===== config.mk =====
export PLATFORM = sky130hd
export DESIGN_NAME = wb_stage_skid
export DESIGN_NICKNAME = d
export VERILOG_FILES = /design/src/rtl/wb_stage_skid_pkg.sv /design/src/rtl/wb_stage_skid_pipe_skid.sv /design/src/rtl/wb_stage_skid.sv
export SDC_FILE = /design/constraint.sdc
export NUM_CORES = 1
export LEC_CHECK = 0
export ABC_AREA = 1
export ABC_CLOCK_PERIOD_IN_PS = 1400
export BUFFER_PORTS_ARGS = -buffer_cell sky130_fd_sc_hd__clkbuf_2
export CAP_MARGIN = 5
export CORE_ASPECT_RATIO = 1.1
export CORE_UTILIZATION = 24
export DETAILED_ROUTE_END_ITERATION = 10
export HOLD_SLACK_MARGIN = 0.02
export PLACE_DENSITY = 0.53
export SLEW_MARGIN = 20
export SYNTH_ARGS = -nofsm -noshare
export SYNTH_HDL_FRONTEND = slang
export SYNTH_HIERARCHICAL = 1
export SYNTH_SLANG_ARGS = --single-unit

===== constraint.sdc =====
create_clock -name clk_i -period 1.4 [get_ports clk_i]
set_clock_uncertainty 0.15 [all_clocks]
set_input_delay 0.28 -clock clk_i [delete_from_list [all_inputs] [get_ports clk_i]]
set_output_delay 0.28 -clock clk_i [all_outputs]
set_load 0.05 [all_outputs]

===== src/rtl/wb_stage_skid_pkg.sv =====
// Shared widths, writeback constants and skid-register state encodings for the
// memory-to-writeback stage.
package wb_stage_skid_pkg;

  localparam int   RADDR_WIDTH   = 5;
  localparam int   RDATA_WIDTH   = 32;
  localparam int   ZERO_REG      = 0;
  localparam logic WRITE_DISABLE = 1'b0;
  localparam logic ZERO          = 1'b0;

  // Encoding doubles as the occupancy count.
  typedef enum logic [1:0] {
    SKID_EMPTY = 2'd0,
    SKID_ONE   = 2'd1,
    SKID_FULL  = 2'd2
  } skid_state_e;

endpackage


===== src/rtl/wb_stage_skid_pipe_skid.sv =====
// Generic 2-entry skid register: 1-cycle latency, registered outputs.
// in_ready_o is a flop (low only when both entries are held); flush empties it next cycle.
module wb_stage_skid_pipe_skid
  import wb_stage_skid_pkg::*;
#(
  parameter int W = 8
) (
  input  logic         clk_i,
  input  logic         rst_ni,
  input  logic         flush_i,
  input  logic         in_valid_i,
  output logic         in_ready_o,
  input  logic [W-1:0] in_data_i,
  output logic         out_valid_o,
  input  logic         out_ready_i,
  output logic [W-1:0] out_data_o,
  output logic [1:0]   occupancy_o
);

  skid_state_e  state_q, state_d;
  logic [W-1:0] main_q, skid_q;
  logic         in_rdy_q;
  logic         accept, drain;
  logic         load_main_in, load_main_skid, load_skid;

  assign out_valid_o = (state_q != SKID_EMPTY);
  assign in_ready_o  = in_rdy_q;
  assign out_data_o  = main_q;
  assign occupancy_o = state_q;

  assign accept = in_valid_i & in_rdy_q & ~flush_i;
  assign drain  = out_valid_o & out_ready_i;

  always_comb begin
    state_d        = state_q;
    load_main_in   = 1'b0;
    load_main_skid = 1'b0;
    load_skid      = 1'b0;
    case (state_q)
      SKID_EMPTY: begin
        if (accept) begin
          load_main_in = 1'b1;
          state_d      = SKID_ONE;
        end
      end
      SKID_ONE: begin
        if (accept && drain) begin
          load_main_in = 1'b1;
        end else if (accept) begin
          load_skid = 1'b1;
          state_d   = SKID_FULL;
        end else if (drain) begin
          state_d = SKID_EMPTY;
        end
      end
      SKID_FULL: begin
        if (drain) begin
          load_main_skid = 1'b1;
          state_d        = SKID_ONE;
        end
      end
      default: state_d = SKID_EMPTY;
    endcase
    // Flush wins; the skid entry is dropped rather than promoted.
    if (flush_i) begin
      state_d        = SKID_EMPTY;
      load_main_skid = 1'b0;
    end
  end

  always_ff @(posedge clk_i or negedge rst_ni) begin
    if (!rst_ni) begin
      state_q  <= SKID_EMPTY;
      in_rdy_q <= 1'b1;
    end else begin
      state_q  <= state_d;
      in_rdy_q <= (state_d != SKID_FULL);
    end
  end

  always_ff @(posedge clk_i or negedge rst_ni) begin
    if (!rst_ni) begin
      main_q <= '0;
      skid_q <= '0;
    end else begin
      if (load_main_in) begin
        main_q <= in_data_i;
      end else if (load_main_skid) begin
        main_q <= skid_q;
      end
      if (load_skid) begin
        skid_q <= in_data_i;
      end
    end
  end

endmodule


===== src/rtl/wb_stage_skid.sv =====
// Memory-to-writeback stage register: 1-cycle latency, 1 cmd/cycle, 2-entry skid absorbs
// out_ready_i stalls so in_ready_o is registered; writes to the zero register are disabled at capture.
module wb_stage_skid
  import wb_stage_skid_pkg::*;
#(
  parameter int            AW          = RADDR_WIDTH,
  parameter int            DW          = RDATA_WIDTH,
  parameter bit            SUPPRESS_X0 = 1'b1,
  parameter logic [AW-1:0] ZERO_ADDR   = AW'(ZERO_REG)
) (
  input  logic          clk_i,
  input  logic          rst_ni,
  input  logic          flush_i,
  input  logic          in_valid_i,
  output logic          in_ready_o,
  input  logic [AW-1:0] reg_waddr_i,
  input  logic          reg_we_i,
  input  logic [DW-1:0] reg_wdata_i,
  output logic          out_valid_o,
  input  logic          out_ready_i,
  output logic [AW-1:0] reg_waddr_o,
  output logic          reg_we_o,
  output logic [DW-1:0] reg_wdata_o,
  output logic [1:0]    occupancy_o
);

  localparam int PW = AW + 1 + DW;

  logic [PW-1:0] pkt_in, pkt_out;
  logic          we_cap, held_we;

  // Command still occupies a slot and handshakes; only its write is disabled.
  assign we_cap = (SUPPRESS_X0 && (reg_waddr_i == ZERO_ADDR)) ? WRITE_DISABLE : reg_we_i;
  assign pkt_in = {reg_waddr_i, we_cap, reg_wdata_i};

  wb_stage_skid_pipe_skid #(
    .W (PW)
  ) u_skid (
    .clk_i       (clk_i),
    .rst_ni      (rst_ni),
    .flush_i     (flush_i),
    .in_valid_i  (in_valid_i),
    .in_ready_o  (in_ready_o),
    .in_data_i   (pkt_in),
    .out_valid_o (out_valid_o),
    .out_ready_i (out_ready_i),
    .out_data_o  (pkt_out),
    .occupancy_o (occupancy_o)
  );

  assign {reg_waddr_o, held_we, reg_wdata_o} = pkt_out;
  assign reg_we_o = out_valid_o & held_we;

endmodule


== After elaboration in Yosys (flattened, before gate mapping) ==
Index checks and enable logic that the tools add are counted.
Storage, ports and cells
  flip-flop bits (word level): 79
  bits of input ports: 43
  output and inout port bits: 42
  logic and storage cells: 35
Operators by class
  equal/unequal tests: 3
  multiplexer cells: 18
  bitwise logic cells: 5
  reduce and logical (&&, ||, !) cells: 5
Operator list (number)
  38-bit two-way mux: 2
  2-bit two-way mux: 6
  1-bit two-way mux: 8
  2-bit case mux with 3 select lines: 1
  5-bit logical NOT: 1
  1-bit AND: 4
  2-bit nonzero test: 2
  2-bit by 1-bit == test with 1-bit output (second input constant): 1
  2-bit == test (second input constant): 1
  2-bit logical NOT: 1
  2-bit != test (second input constant): 1
  1-bit case mux with 2 select lines: 1
  1-bit logical AND: 1
  1-bit NOT: 1

== Depth between registers and ports, before layout ==
Gate-level depths: netlist of the first run.
  depth after elaboration: 8
  gate-level depth with buffers: 8
  mapped depth without buffers: 7

== Modules after synthesis ==
Netlist of the first run, hierarchy kept.
Modules (own cells, without submodules)
  wb_stage_skid_pipe_skid: times used 1, cells each 438, area an instance 3568.4 sq um, seq. area each 1978.1 sq um
  wb_stage_skid: times used 1, cells each 8, area an instance 31.3 sq um, seq. area each 0.0 sq um

== Least setup slack after synthesis of the first run ==
OpenSTA, ideal clock, no wires.
  path kind: flip-flop to output port
  start: register u_skid.state_q[1] (netlist: u_skid/occupancy_o[1])
  end: output port reg_we_o
  arrival: 1570 ps
  required time: 970 ps
  setup slack: -600 ps
  cell stages (with the launch flop): 5
  path buffers: 0
  path through: dfrtp_1 nor2_1 inv_1 nand2_1 inv_1
Between the ends
  cells in the longest elaborated chain, start to end: 2
RTL lines
  start: declaration: line wb_stage_skid_pipe_skid.sv:20  | skid_state_e state_q, state_d;
  start signal: assignment: line wb_stage_skid_pipe_skid.sv:76  | state_q <= state_d;
  2-bit nonzero test: line wb_stage_skid_pipe_skid.sv:26  | assign out_valid_o = (state_q != SKID_EMPTY);
  net out_valid_o: line wb_stage_skid.sv:19  | output logic out_valid_o,
  1-bit AND: line wb_stage_skid.sv:52  | assign reg_we_o = out_valid_o & held_we;
  end: declaration: line wb_stage_skid.sv:22  | output logic reg_we_o,
The timed path passes the listed nets, and every way through them passes these cells.

== Worst setup path in the final report of the first run ==
  start: register u_skid.state_q[1] (netlist: u_skid/occupancy_o[1])
  end: output port reg_we_o
Between the ends
  cells in the longest elaborated chain, start to end: 2
RTL lines (line)
  2-bit nonzero test: wb_stage_skid_pipe_skid.sv:26
  1-bit AND: wb_stage_skid.sv:52
Every way passes these cells.

==> results.toml, run 1 <==
[timing]
grt_setup_unrepaired = "yes"
setup_viol = 83
setup_ws_ps = -299
hold_viol_final = 0
slew_headroom_pct = 79.1
worst_pin_slew_ps = 314
finalSetupTns_ps = -16930
fin_crit_sh_pct = 121
finalMaxSlewViolations = 0
fmax_mhz = 589
min_period_ps = 1700

[worst_setup_path]
path_class = "flip-flop to primary output"
cp-endpoint = "reg_we_o"
r2r-end = "u_skid/skid_q[36]"
crit_start = "u_skid/occupancy_o[1]"
start_kind = "flip-flop"
setup.worst_path.end_class = "primary output"
worst_ep_arrival_time_ps = 1270
r2r_setup_slack_ps = -250
worstReg2RegStart = "u_skid/in_ready_o"
cp_max_fo = 2
r2r_cells = 7
required_ps = 970

[status]
outcome = "finished, violations left"
violations = "setup timing"

[grt]
antenna_found_initial = 0
grt_pass1_wl_mm = 18.2
grt_max_degree = 42
overflow = 0
first_global_vias = 3608
grt_usage_pct = 15.5

[synthesis]
synth_common_cells = "91 x nand2_1, 85 x inv_1, 78 x dfrtp_1, 42 x nand3_1, 41 x nor2_1"
postSynth.asyncResetShare_pct = 100
synth_fa_ha_area_share_pct = 0
ys.flop_type = "dfrtp_1"
syn_area_mm2 = 0.00360
synth_area_leader_cell = "dfrtp_1"
ys_seq_elements = 79
yosysUniqueCellTypes = 16
yosys_warnings = 6
syn_avg_cell_area_um2 = 8.07
synth_edf_count = 0
ys_seq_area_share_pct = 55.0
synth.area.top_cells = "dfrtp_1 54%, nand2_1 9.5%, inv_1 8.9%"
synthXorXnorAreaFrac_pct = 0
muxShareOfSynthArea_pct = 0
synth_cells = 446
yosys.area_share.simple_pct = 20.7
synth-compound-area-share_pct = 10.8
synth_top_family_by_area = "simple AND/OR/NAND/NOR gates"
synth_fp_nets = 489
synth_most_common_cell = "nand2_1"
synth_top_area_share_pct = 54.2

[routing]
drt_wl_total_mm = 11.3
wl_per_cell_um = 14.1
ant_nets = 0
drt_iter0_drc = 118
drc = 0
vias = 3426
viasPerCell = 4.28
firstDrtPassIters = 4

[cells_and_area]
final-seq-area_mm2 = 0.00198
area_growth_pct = 81.7
antenna_cells = 0
multi_input_area_mm2 = 0.00175
fin_area_mm2 = 0.00654
fin_nets = 647
num-fill-cells = 1388
layout.cells.non_filler = 801
layout-drive-gt1-share_pct = 47.6

[cts]
cts.sinks = 79
cts.clk_slew.worst_paths_ps = 60
root_buffer = "clkbuf_16"
clockBufferDepth = 2
cts_tree = "built"
clk_latency_ps = 350
cts-buffers-inserted = 9
ctsHtreeMaxLevel = 3

[place]
dp_cells = 725
detailed_place_hpwl_mm = 6.24
place_congestion = 0.820
numPortBuffers = 84
dpl_cell_area_mm2 = 0.00465

[min_path]
hold_class = "input port to flip-flop"

[power]
p_switching_mw = 3.25
power_mw = 8.90
peakVddDrop_mv = 0.569
p_sw_share_pct = 36.5
comb_power_share_pct = 35.6
clock_power_share_pct = 26.3
power_frac_seq_pct = 38.1
leakage_nw = 3.34
cellPowerDensity_mw_per_mm2 = 1360
p_int_mw = 5.65

[die]
core_area_mm2 = 0.0146
start_util_pct = 24.7
die_x_um = 119
die_h_um = 130
rows = 46
io_pins = 85
die-area_mm2 = 0.0155

[run]
max-cap-violations = 0
## metrics by stage
| stage | hold slack [ps] | setup slack (ps) | util [%] |
|---|---|---|---|
| 3_5_place_dp | 30.7 | -119 | 31.9 |
| 6_report | 31.0 | -299 | 44.9 |
| 5_1_grt | 27.0 | -365 | 44.9 |
| 2_1_floorplan | -166 | -293 | - |
| 3_3_place_gp | 29.7 | -104 | 31.9 |
| 4_1_cts | 21.7 | -332 | 43.6 |
## state kept, by name (all words and copies together), names as in the netlist
register and cells:
u_skid/in_ready_o 1, u_skid/occupancy_o 2, u_skid/out_data_o 38, u_skid/skid_q 38
## worst min-delay path by stage
stage	startpoint	endpoint	slack (ps)	cells after the start
2_1_floorplan	rst_ni	u_skid/occupancy_o[0]	-170	0
3_3_place_gp	rst_ni	u_skid/out_data_o[8]	30	1
3_5_place_dp	rst_ni	u_skid/out_data_o[10]	30	1
4_1_cts	reg_wdata_i[31]	u_skid/out_data_o[31]	20	3
5_1_grt	reg_wdata_i[9]	u_skid/skid_q[9]	30	3
6_report	reg_wdata_i[26]	u_skid/out_data_o[26]	30	3
## power groups by stage
stage	logic [mW]	clock network, mW	registers, mW
2_1_floorplan	0.844	0	4.07
3_3_place_gp	2.28	0	3.24
3_5_place_dp	2.32	0	3.26
4_1_cts	2.96	2.41	3.28
5_1_grt	3.40	2.50	3.47
6_report	3.17	2.34	3.39
## critical path: stages, from the launching register on
cell and delay [ps]:
dfrtp_2 420, nor2_2 120, buf_6 110, inv_4 30
nand2_2 60, inv_2 40, buf_8 140
## per-layer routing
metal / GRT usage (%) / vias up / share of wire [%]
met4: 7.97 / 0 / 3.0
met2: 28.1 / 77 / 53
met1: 17.1 / 1631 / 40
met3: 3.69 / 27 / 4.1
met5: 0 / - / 0
li1: - / 1691 / -
## cells in the final DEF (no fill, tap or decap), drive strengths merged
master	count
buf	92
nand2	91
inv	87
dfrtp	78
clkbuf	67
nor2	44
nand3	42
a21oi	40
o21ai	38
dlygate4sd3	24
clkinv	3
bufinv	1
nand3b	1
dfstp	1
## layout make-up
type,instances,share of cell area [%]
Sequential cell,79,30.3
Timing Repair Buffer,171,29.7
Multi-Input combinational cell,256,26.8
Inverter,87,5.07
Clock buffer,12,3.77
Tap cell,192,3.67
Clock inverter,4,0.689
## cell families after synthesis
group           Yosys count
simple gates            178
buf+inv                 111
flops                    79
compound gates           78
## what timing repair did
action                     CTS  global route
setup endpoints to repair  118           113
gates resized for setup    153            94
gates cloned                17             1
hold buffers                24             0
hold endpoints to repair   113             0
pin swaps                    7            17
buffers inserted            20             4
Power figures use the tool's default switching activity.
==> run 2, diff against run 1 <==
--- a/config.mk
+++ b/config.mk
@@ -7,7 +7,7 @@
 export LEC_CHECK = 0
 export ABC_AREA = 1
 export ABC_CLOCK_PERIOD_IN_PS = 1400
-export BUFFER_PORTS_ARGS = -buffer_cell sky130_fd_sc_hd__clkbuf_2
+export BUFFER_PORTS_ARGS = -buffer_cell sky130_fd_sc_hd__buf_2
 export CAP_MARGIN = 5
 export CORE_ASPECT_RATIO = 1.1
 export CORE_UTILIZATION = 24
==> run 2 against run 1 <==
  * The flow still finishes with violations (setup timing)
  * Combinational power decreased by 7.3%
  * Final area fell by 6.2%
  * Clock power is 9.8% higher
  * Global-route usage fell by 0.41 points
  * Sequential cell count unchanged
  * Worst setup slack improved by 52 ps
  * Register-to-register slack about the same
  * Critical path type is now flip-flop to flip-flop
  * Highest routed layer unchanged
==> results.toml, run 2 (synthesis results as in run 1) <==
[min_path]
min_path_cells = 3
worstHoldStart = "reg_wdata_i[27]"
hold_class = "input port to flip-flop"

[timing]
hold_viol_final = 0
setup_viol = 83
fmax_mhz = 607
setup_ws_ps = -246
grt_setup_unrepaired = "yes"
fin_crit_sh_pct = 118
min_period_ps = 1650
worst_pin_slew_ps = 438
slew_headroom_pct = 70.8
finalMaxSlewViolations = 0

[cells_and_area]
finalCoreUtilization_pct = 42.1
num-fill-cells = 1460
fin_nets = 634
layout-drive-gt1-share_pct = 47.1
area_growth_pct = 70.5
mostFrequentLayoutCells = "83 x inv_1, 76 x dfrtp_1, 58 x nand2_1"
final_common_cell = "inv_1"
antenna_cells = 0

[die]
core_area_mm2 = 0.0146
die_h_um = 130
io_pins = 85
die-area_mm2 = 0.0155
die_x_um = 119
start_util_pct = 24.7
rows = 46

[place]
numPortBuffers = 84
detailed_place_hpwl_mm = 6.04
place_congestion = 0.738

[worst_setup_path]
path_cells = "nand2_4 -> nor2_4 -> nand3b_4 -> buf_12 -> buf_12 -> buf_16 -> o21ai_1"
r2r_cells = 7
setup.worst_path.end_class = "flip-flop"
path_class = "flip-flop to flip-flop"
cp_common_cell = "buf_12"
cp_max_fo = 8
worst_ep_arrival_time_ps = 1760
crit_start = "u_skid/in_ready_o"
required_ps = 1510
cpPeakStageDelay_ps = 560
crit_slowest_cell = "dfstp_2"
r2r_setup_slack_ps = -250
worstReg2RegStart = "u_skid/in_ready_o"
start_kind = "flip-flop"

[status]
violations = "setup timing"
outcome = "finished, violations left"

[cts]
cts-buffers-inserted = 9
clk_latency_ps = 330
cts_tree = "built"
clockBufferDepth = 2
root_buffer = "clkbuf_16"
cts.sinks = 79
ctsHtreeMaxLevel = 3
cts.clk_slew.worst_paths_ps = 60

[routing]
firstDrtPassIters = 4
wl_per_cell_um = 14.6
ant_nets = 0
viasPerCell = 4.25
drt_wl_total_mm = 11.5
vias = 3352
drt_iter0_drc = 114
drc = 0

[grt]
overflow = 0
grt_max_degree = 80
antenna_found_initial = 0
grt_usage_pct = 15.1
grt_pass1_wl_mm = 17.8
first_global_vias = 3437

[power]
peakVddDrop_mv = 0.632
power_mw = 8.82
cellPowerDensity_mw_per_mm2 = 1440
leakage_nw = 3.18

[run]
max-cap-violations = 0
[run 2: layer usage]
layer  global-route usage (%)  share of wire, %
met3                     3.04               3.9
met4                     6.92               2.2
met2                     26.1                52
met1                     18.3                42
met5                        0                 0
[run 2: report_power, final]
group | internal (mW) | leakage, nW | switching, mW
Combinational | 1.13 | 2.03 | 1.81
Sequential | 2.87 | 0.989 | 0.429
Clock | 1.66 | 0.160 | 0.917
Total | 5.67 | 3.18 | 3.15
[run 2: worst paths after layout]
check	end
min in group asynchronous	u_skid/out_data_o[6]
max in group asynchronous	u_skid/in_ready_o
setup reg to reg	u_skid/skid_q[35]
hold reg to reg	u_skid/skid_q[37]
hold / removal	u_skid/out_data_o[27]
setup / recovery	u_skid/skid_q[35]
[run 2: per-stage QoR]
stage / instances / area [um2] / setup TNS [ps] / hold WS (ps) / setup WS, ps
after CTS: 788 / 5900 / -14590 / 20.2 / -240
after global routing: 788 / 6140 / -18510 / 34.1 / -291
after global placement: 726 / 4580 / -4000 / 196 / -91.1
final: 788 / 6140 / -14030 / 31.8 / -246
after detailed placement: 726 / 4580 / -5760 / 203 / -97.5
after floorplan: 446 / 3850 / -19270 / -166 / -293
[run 2: worst max-delay path: cells and delay by family, from the launching register on]
family / cells / cell delay (ps)
flops: 1 / 560
buf+inv: 3 / 420
simple gates: 3 / 320
compound gates: 1 / 120
[run 2: layout make-up]
cell class	count	area, um2	share of cell area (%)
inverters	87	332	5.40
multi-input cells	257	1700	27.7
clock inverters	3	65.1	1.06
well taps	192	240	3.92
repair buffers	157	1560	25.4
flip-flops and latches	79	1980	32.3
clock buffers	13	260	4.24
[run 2: what timing repair did]
item | 4_1_cts | 5_1_grt
endpoints found under the hold margin | 98 | 0
pin swaps | 11 | 27
cloned | 12 | 5
endpoints found under the setup margin | 116 | 85
resized for setup | 120 | 79
setup buffers | 19 | 3
hold buffers | 16 | 0
